`src/rtl/seg_disp_pkg.sv`:
```
// Shared constants and helpers for the multiplexed 7-segment display scanner.
package seg_disp_pkg;

    localparam int NUM_DIGITS_DEF = 8;
    localparam int TICK_DIV_DEF   = 100000;
    localparam int MAX_DIGITS     = 16;

    localparam logic [MAX_DIGITS-1:0] AN_ALL_OFF = {MAX_DIGITS{1'b1}};

    // Index of the most-significant nonzero nibble; 0 when the word is zero.
    function automatic logic [3:0] msd_index(input logic [4*MAX_DIGITS-1:0] word);
        logic [3:0] msd;
        msd = 4'd0;
        for (int i = 0; i < MAX_DIGITS; i++) begin
            if (word[4*i +: 4] != 4'h0) begin
                msd = 4'(i);
            end else begin
                msd = msd;
            end
        end
        return msd;
    endfunction

endpackage

```
`src/rtl/scan_tick_gen.sv`:
```
// Dwell prescaler: tick_o is high for one cycle every TICK_DIV clocks,
// in the cycle where the count sits at TICK_DIV-1.
module scan_tick_gen
    import seg_disp_pkg::*;
#(
    parameter int TICK_DIV = TICK_DIV_DEF,
    localparam int CNT_W   = $clog2(TICK_DIV)
) (
    input  logic clk,
    input  logic rst,
    output logic tick_o
);

    localparam logic [CNT_W-1:0] CNT_MAX = CNT_W'(TICK_DIV - 1);

    logic [CNT_W-1:0] cnt_q;
    logic [CNT_W-1:0] cnt_d;
    logic             tick_q;

    // Next prescaler value with wrap at TICK_DIV-1.
    always_comb begin
        if (cnt_q == CNT_MAX) begin
            cnt_d = {CNT_W{1'b0}};
        end else begin
            cnt_d = cnt_q + CNT_W'(1);
        end
    end

    // Tick is registered so it lines up with the count reaching its maximum.
    always_ff @(posedge clk or posedge rst) begin
        if (rst) begin
            cnt_q  <= {CNT_W{1'b0}};
            tick_q <= 1'b0;
        end else begin
            cnt_q  <= cnt_d;
            tick_q <= (cnt_d == CNT_MAX);
        end
    end

    assign tick_o = tick_q;

endmodule

```
`src/rtl/seg_scan_driver.sv`:
```
// Time-multiplexed 7-segment scanner with pending/shadow buffering so words change only at frame start.
// Optional build macro LEAD_ZERO_BLANK_EN turns off digits above the most-significant nonzero nibble.
module seg_scan_driver
    import seg_disp_pkg::*;
#(
    parameter int NUM_DIGITS = NUM_DIGITS_DEF,
    parameter int TICK_DIV   = TICK_DIV_DEF,
    localparam int DATA_W    = 4 * NUM_DIGITS,
    localparam int IDX_W     = $clog2(NUM_DIGITS)
) (
    input  logic                  clk,
    input  logic                  rst,
    input  logic [DATA_W-1:0]     data_in,
    input  logic                  data_valid,
    output logic                  data_ready,
    input  logic                  blank,
    output logic [3:0]            hex_out,
    output logic [NUM_DIGITS-1:0] an_n,
    output logic [IDX_W-1:0]      digit_idx,
    output logic                  frame_done
);

    localparam logic [IDX_W-1:0]      IDX_LAST = IDX_W'(NUM_DIGITS - 1);
    localparam logic [NUM_DIGITS-1:0] AN_OFF   = AN_ALL_OFF[NUM_DIGITS-1:0];
    localparam logic [NUM_DIGITS-1:0] AN_ONE   = {{(NUM_DIGITS-1){1'b0}}, 1'b1};

    logic                  tick_s;
    logic                  wrap_tick_s;
    logic                  lit_s;

    logic [IDX_W-1:0]      idx_q,     idx_d;
    logic [DATA_W-1:0]     shadow_q,  shadow_d;
    logic [DATA_W-1:0]     pending_q, pending_d;
    logic                  ready_q,   ready_d;
    logic [3:0]            hex_q,     hex_d;
    logic [NUM_DIGITS-1:0] an_q,      an_d;
    logic                  frame_q;

    scan_tick_gen #(
        .TICK_DIV (TICK_DIV)
    ) u_tick (
        .clk    (clk),
        .rst    (rst),
        .tick_o (tick_s)
    );

    assign wrap_tick_s = tick_s && (idx_q == IDX_LAST);

    // Next digit, buffer handshake and the output values derived from the new index/shadow.
    always_comb begin
        idx_d     = idx_q;
        shadow_d  = shadow_q;
        pending_d = pending_q;
        ready_d   = ready_q;

        if (tick_s) begin
            if (idx_q == IDX_LAST) begin
                idx_d = {IDX_W{1'b0}};
            end else begin
                idx_d = idx_q + IDX_W'(1);
            end
        end else begin
            idx_d = idx_q;
        end

        // ready_q low means the pending slot is full; it can only drain on a wrap-tick.
        if (wrap_tick_s && !ready_q) begin
            shadow_d = pending_q;
            ready_d  = 1'b1;
        end else if (data_valid && ready_q) begin
            pending_d = data_in;
            ready_d   = 1'b0;
        end else begin
            ready_d = ready_q;
        end

        hex_d = shadow_d[{idx_d, 2'b00} +: 4];

`ifdef LEAD_ZERO_BLANK_EN
        lit_s = (4'(idx_d) <= msd_index((4*MAX_DIGITS)'(shadow_d)));
`else
        lit_s = 1'b1;
`endif

        if (blank || !lit_s) begin
            an_d = AN_OFF;
        end else begin
            an_d = ~(AN_ONE << idx_d);
        end
    end

    // State and registered display outputs.
    always_ff @(posedge clk or posedge rst) begin
        if (rst) begin
            idx_q     <= {IDX_W{1'b0}};
            shadow_q  <= {DATA_W{1'b0}};
            pending_q <= {DATA_W{1'b0}};
            ready_q   <= 1'b1;
            hex_q     <= 4'h0;
            an_q      <= AN_OFF;
            frame_q   <= 1'b0;
        end else begin
            idx_q     <= idx_d;
            shadow_q  <= shadow_d;
            pending_q <= pending_d;
            ready_q   <= ready_d;
            hex_q     <= hex_d;
            an_q      <= an_d;
            frame_q   <= wrap_tick_s;
        end
    end

    assign data_ready = ready_q;
    assign hex_out    = hex_q;
    assign an_n       = an_q;
    assign digit_idx  = idx_q;
    assign frame_done = frame_q;

endmodule
```
`config.mk`:
```
export PLATFORM = sky130hd
export DESIGN_NAME = seg_scan_driver
export DESIGN_NICKNAME = d
export VERILOG_FILES = /design/src/rtl/seg_disp_pkg.sv /design/src/rtl/scan_tick_gen.sv /design/src/rtl/seg_scan_driver.sv
export SDC_FILE = /design/constraint.sdc
export NUM_CORES = 1
export LEC_CHECK = 0
export ABC_AREA = 1
export BUFFER_PORTS_ARGS = -buffer_cell sky130_fd_sc_hd__buf_2
export CAP_MARGIN = 10
export CORE_MARGIN = 2
export CORE_UTILIZATION = 55
export CTS_BUF_LIST = sky130_fd_sc_hd__clkbuf_2 sky130_fd_sc_hd__clkbuf_4 sky130_fd_sc_hd__clkbuf_8
export DETAILED_ROUTE_END_ITERATION = 8
export GPL_TIMING_DRIVEN = 0
export PLACE_DENSITY = 0.84
export SLEW_MARGIN = 20
export SYNTH_ARGS = -nofsm -noshare
export SYNTH_HDL_FRONTEND = slang
export SYNTH_HIERARCHICAL = 1
export SYNTH_SLANG_ARGS = --single-unit
```
`constraint.sdc`:
```
create_clock -name clk -period 2.65 [get_ports clk]
set_clock_uncertainty 0.2 [all_clocks]
set_input_delay 0.53 -clock clk [delete_from_list [all_inputs] [get_ports clk]]
set_output_delay 0.53 -clock clk [all_outputs]
set_load 0.05 [all_outputs]
```
After elaboration in Yosys (flattened, before gate mapping)
Cells that the tools add are included.
- register bits: 99
- input bits: 36
- output and inout bits: 17
- word-level logic and storage cells: 31
- add/sub/neg operators: 2
- eq/ne operators: 3
- shift-type cells: 2
- mux-type cells: 7
- bitwise operators: 2
- reductions and logical operators: 6
- operator list (cell ; number):
    $eq 17x17->1 const B ; 2
    $mux 32 ; 1
    $shiftx 32x6->4 ; 1
    $add 17x1->17 const B ; 1
    $mux 17 ; 1
    $mux 8 ; 1
    $not 8->8 ; 1
    $shl 1x3->8 const A ; 1
    $mux 3 ; 2
    $add 3x1->3 const B ; 1
    $eq 3x3->1 const B ; 1
    $logic_and 1x1->1 ; 3
    $mux 1 ; 2
    $reduce_and 2->1 ; 1
    $reduce_bool 2->1 ; 1
    $logic_not 1->1 ; 1
    $not 1->1 ; 1

Longest topological paths before layout
- word-level depth: 6
- mapped depth: 12

Hierarchy
Netlist, hierarchy kept.
- by module, submodules not included (module ; instances ; cells each ; area an instance (sq um) ; seq. area each (sq um)):
    seg_scan_driver ; 1 ; 327 ; 3485.8 ; 2038.2
    scan_tick_gen ; 1 ; 172 ; 1171.1 ; 450.4

Worst setup path after synthesis
No wires, ideal clock.
- path kind: register to register
- from: register idx_q[0], in the netlist digit_idx[0]
- to: register hex_q[0], in the netlist hex_out[0]
- data arrival time: 1809 ps
- required time: 2333 ps
- path slack: 525 ps
- stages on the path, launching flop included: 11
- buffers on the path: 1
- clock period less this slack: 2125 ps
- cells stage by stage: dfrtp_1 -> ha_1 -> ha_1 -> nand3_4 -> buf_6 -> nand2_1 -> nand2_2 -> nand2_1 -> nand3_1 -> nor2_1 -> nor2_1
- longest elaborated chain between the ends: 5
- RTL lines (what ; RTL line ; source):
    from (decl) ; seg_scan_driver.sv:31 ; logic [IDX_W-1:0] idx_q, idx_d;
    from (signal assigned) ; seg_scan_driver.sv:95 ; idx_q <= {IDX_W{1'b0}};
    from (signal assigned) ; seg_scan_driver.sv:103 ; idx_q <= idx_d;
    $eq 3x3->1 ; seg_scan_driver.sv:47 ; assign wrap_tick_s = tick_s && (idx_q == IDX_LAST);
    $logic_and 1x1->1 ; seg_scan_driver.sv:47 ;
    $logic_and 1x1->1 ; seg_scan_driver.sv:67 ; if (wrap_tick_s && !ready_q) begin
    $mux 32 ; seg_scan_driver.sv:67 ;
    via shadow_d[12] ; seg_scan_driver.sv:32 ; logic [DATA_W-1:0] shadow_q, shadow_d;
    $shiftx 32x6->4 ; seg_scan_driver.sv:77 ; hex_d = shadow_d[{idx_d, 2'b00} +: 4];
    via hex_d[0] ; seg_scan_driver.sv:35 ; logic [3:0] hex_q, hex_d;
    to (signal assigned) ; seg_scan_driver.sv:99 ; hex_q <= 4'h0;
    to (signal assigned) ; seg_scan_driver.sv:107 ; hex_q <= hex_d;
    to (decl) ; seg_scan_driver.sv:35 ;
The timed path passes the listed nets, and every way through them passes these cells.
A chain may end at the register's enable or synchronous reset.

Worst setup path after layout
- from: register idx_q[0], in the netlist digit_idx[0]
- to: register hex_q[1], in the netlist hex_out[1]
- longest elaborated chain between the ends: 5
- RTL lines (what ; RTL line):
    branches (longest 4 deep; another with $add 3x1->3) ; n/a
    $shiftx 32x6->4 * ; seg_scan_driver.sv:77
    via hex_d[1] ; seg_scan_driver.sv:35
Mark *: on every way through the listed nets, which the timed path passes.

==> impl_metrics.tcl <==
set metrics [dict create \
    syn-instance-count 499 \
    period_minus_slack_ps 2120 \
    post_cts_buffers 0 \
    slowest_delay_ps 450 \
    area_growth_pct 14.6 \
    r2r-end "hex_out[1]" \
    core_um2 8220 \
    antenna_left 0 \
    rows 33 \
    antenna_found_initial 0 \
    arrival_ps 2220 \
    ys_seq_elements 99 \
    antenna_cells 0 \
    gp_congestion 0.840 \
    cts.sinks 99 \
    power.leakage_nw 2.75 \
    drtIter0Drc 230 \
    timing.hold.ws_ps 1.51 \
    hold_viol_final 0 \
    vias_per_cell 5.21 \
    cp_slowest_cell "dfrtp_1" \
    clk-insertion-delay-late_ps 370 \
    drc 0 \
    rr_startpoint "digit_idx[0]" \
    ys_types 32 \
    die-area_um2 9220 \
    portBuffers 52 \
    synth-main-ff-cell "dfrtp_1" \
    root_buffer "clkbuf_8" \
    timing.final.crit_share 0.800 \
    syn_area_um2 4660 \
    ir_drop_uv 320 \
    grt-ovfl-total 0 \
    reg2reg_depth 9 \
    grt_max_degree 31 \
    hpwl_um 7120 \
    maxCapViolations 0 \
    utilization 0.650 \
    setup_viol 0 \
    die_w_um 96.0 \
    p_total_w 0.00290 \
    powerDensity_nw_per_um2 543 \
    cpLargestDelayFamily "simple AND/OR/NAND/NOR gates" \
    grt_pass1_wl_um 16200 \
    cts_tree "yes" \
    fillers 663 \
    slew_headroom 0.523 \
    outcome "finished, final reports clean" \
    initial_core_util 0.567 \
    async_flop_share 1.00 \
    yosysWarnings 6 \
    hold_buffers 0 \
    grt_use_total 0.231 \
    cp-end-kind "flip-flop" \
    hp-class "in -> async" \
    num_vias 3512 \
    fin_nets 603 \
    synth_edf_count 0 \
    htreeDepth 3 \
    cp.required_ps 2750 \
    synth.avg_cell_area_um2 9.33 \
    critical_path_class "reg -> reg" \
    die_h_um 96.0 \
    wl_um 9680 \
    path_depth 9 \
    cts_resized 0 \
    path_cells "ha_1 -> ha_1 -> nand2_4 -> nand3_2 -> nor2_4 -> nand2_1 -> nand3_1 -> nor2_1 -> nor2_1" \
    first_global_vias 3521 \
    ys_seq_area_frac 0.534 \
    fin_tns_setup_ps 0 \
    crit_fanout 10 \
    io_pins 53 \
    tightest_slew_ps 714 \
    start_kind "flip-flop" \
    clk_pin_slew_ps 100 \
    worst-r2r-setup-slack_ps 530 \
    drive_above_1_share 0.316 \
    dr.pass1.iters 4 \
    cts_buffers 9 \
    wire_per_inst_um 14.4 \
    mappedNetlistNets 538 \
    critPathBufInv 0 \
    rsz0062_at_grt "false" \
    max_freq_mhz 472 \
    drv_slew 0 \
    clock_path_buffers 2 \
]
[logic make-up (layout without fill, tap and decap cells)]
| family | after synthesis | count (layout) | synth area share |
|---|---|---|---|
| and+or+nand+nor | 293 | 293 | 0.299 |
| DFF | 99 | 99 | 0.534 |
| buffers and inverters | 58 | 128 | 0.0631 |
| muxes | 29 | 29 | 0.0701 |
| AOI/OAI and AO/OA | 16 | 16 | 0.0236 |
| adders and majority gates | 3 | 3 | 0.00806 |
| xor gates and xnor gates | 1 | 1 | 0.00188 |
[how the worst max path moves through the flow]
stage                      start  slack [ps]       endpoint
floorplan           digit_idx[0]         520     hex_out[0]
global placement             rst         490  pending_q[26]
detailed placement  digit_idx[0]         550     hex_out[1]
CTS                 digit_idx[0]         560     hex_out[1]
global route        digit_idx[0]         410     hex_out[1]
finish              digit_idx[0]         530     hex_out[1]
[sequential cells by signal, indices dropped and copies added (netlist names)]
name,cells
data_ready,1
digit_idx,3
u_tick/cnt_q,17
u_tick/tick_o,1
hex_out,4
frame_done,1
pending_q,32
an_n,8
shadow_q,32
[synthesized netlist by cell type, types with 2 or more instances]
cell      instances  area, um^2
a21oi_1           4        20.0
buf_2             5        25.0
buf_6             6        67.6
clkinv_1          4        15.0
dfrtp_1          90        2250
dfstp_2           9         236
ha_1              3        37.5
inv_1            35         131
inv_2             4        15.0
inv_4             2        12.5
mux2_2           29         327
nand2_1         152         571
nand2_2          20         125
nand2_4           2        22.5
nand3_1          43         215
nand3_2          12         120
nand4_1           3        18.8
nor2_1           45         169
nor2_2            5        31.3
nor2_4            8        90.1
o21ai_0           6        30.0
o21bai_2          2        22.5
[metrics by stage]
stage               instances  instance area, um^2  worst slack, ps
global route              674                 5340              414
finish                    674                 5340              530
floorplan                 499                 4660              525
detailed placement        658                 5090              554
global placement          656                 5050              490
CTS                       674                 5340              555
[area by class of cell]
type	instances	area [um^2]	area share
tap	105	131	0.0246
buffer	13	120	0.0225
multi-input combinational	342	1870	0.351
sequential	99	2490	0.466
clock inverter	6	114	0.0213
inverter	45	178	0.0333
timing repair buffer	54	300	0.0563
clock buffer	10	131	0.0246
[per-layer routing]
layer | vias to the layer above | global-route usage | routed length, um
met5 | - | 0 | 0
met4 | 0 | 0.0952 | 257
met3 | 25 | 0.0540 | 625
met2 | 108 | 0.374 | 4700
met1 | 1678 | 0.299 | 4100
li1 | 1701 | - | -
[power by group]
group | switching, W | internal, W
combinational | 0.0000585 | 0.0000640
clock | 0.000532 | 0.000641
sequential | 0.0000347 | 0.00157
total | 0.000625 | 0.00227
[layout by cell type, fill, tap and decap left out, drive strengths merged]
master | synthesis | layout
a21oi | 4 | 4
buf | 13 | 67
bufinv | 0 | 3
clkbuf | 0 | 10
clkinv | 4 | 4
clkinvlp | 0 | 3
dfrtp | 90 | 90
dfstp | 9 | 9
ha | 3 | 3
inv | 41 | 41
mux2 | 29 | 29
nand2 | 174 | 174
nand3 | 56 | 56
nand4 | 3 | 3
nor2 | 58 | 58
nor3 | 1 | 1
o21ai | 9 | 9
o21bai | 3 | 3
or2 | 1 | 1
xor2 | 1 | 1
No activity file was read; power rests on OpenSTA's default activity.
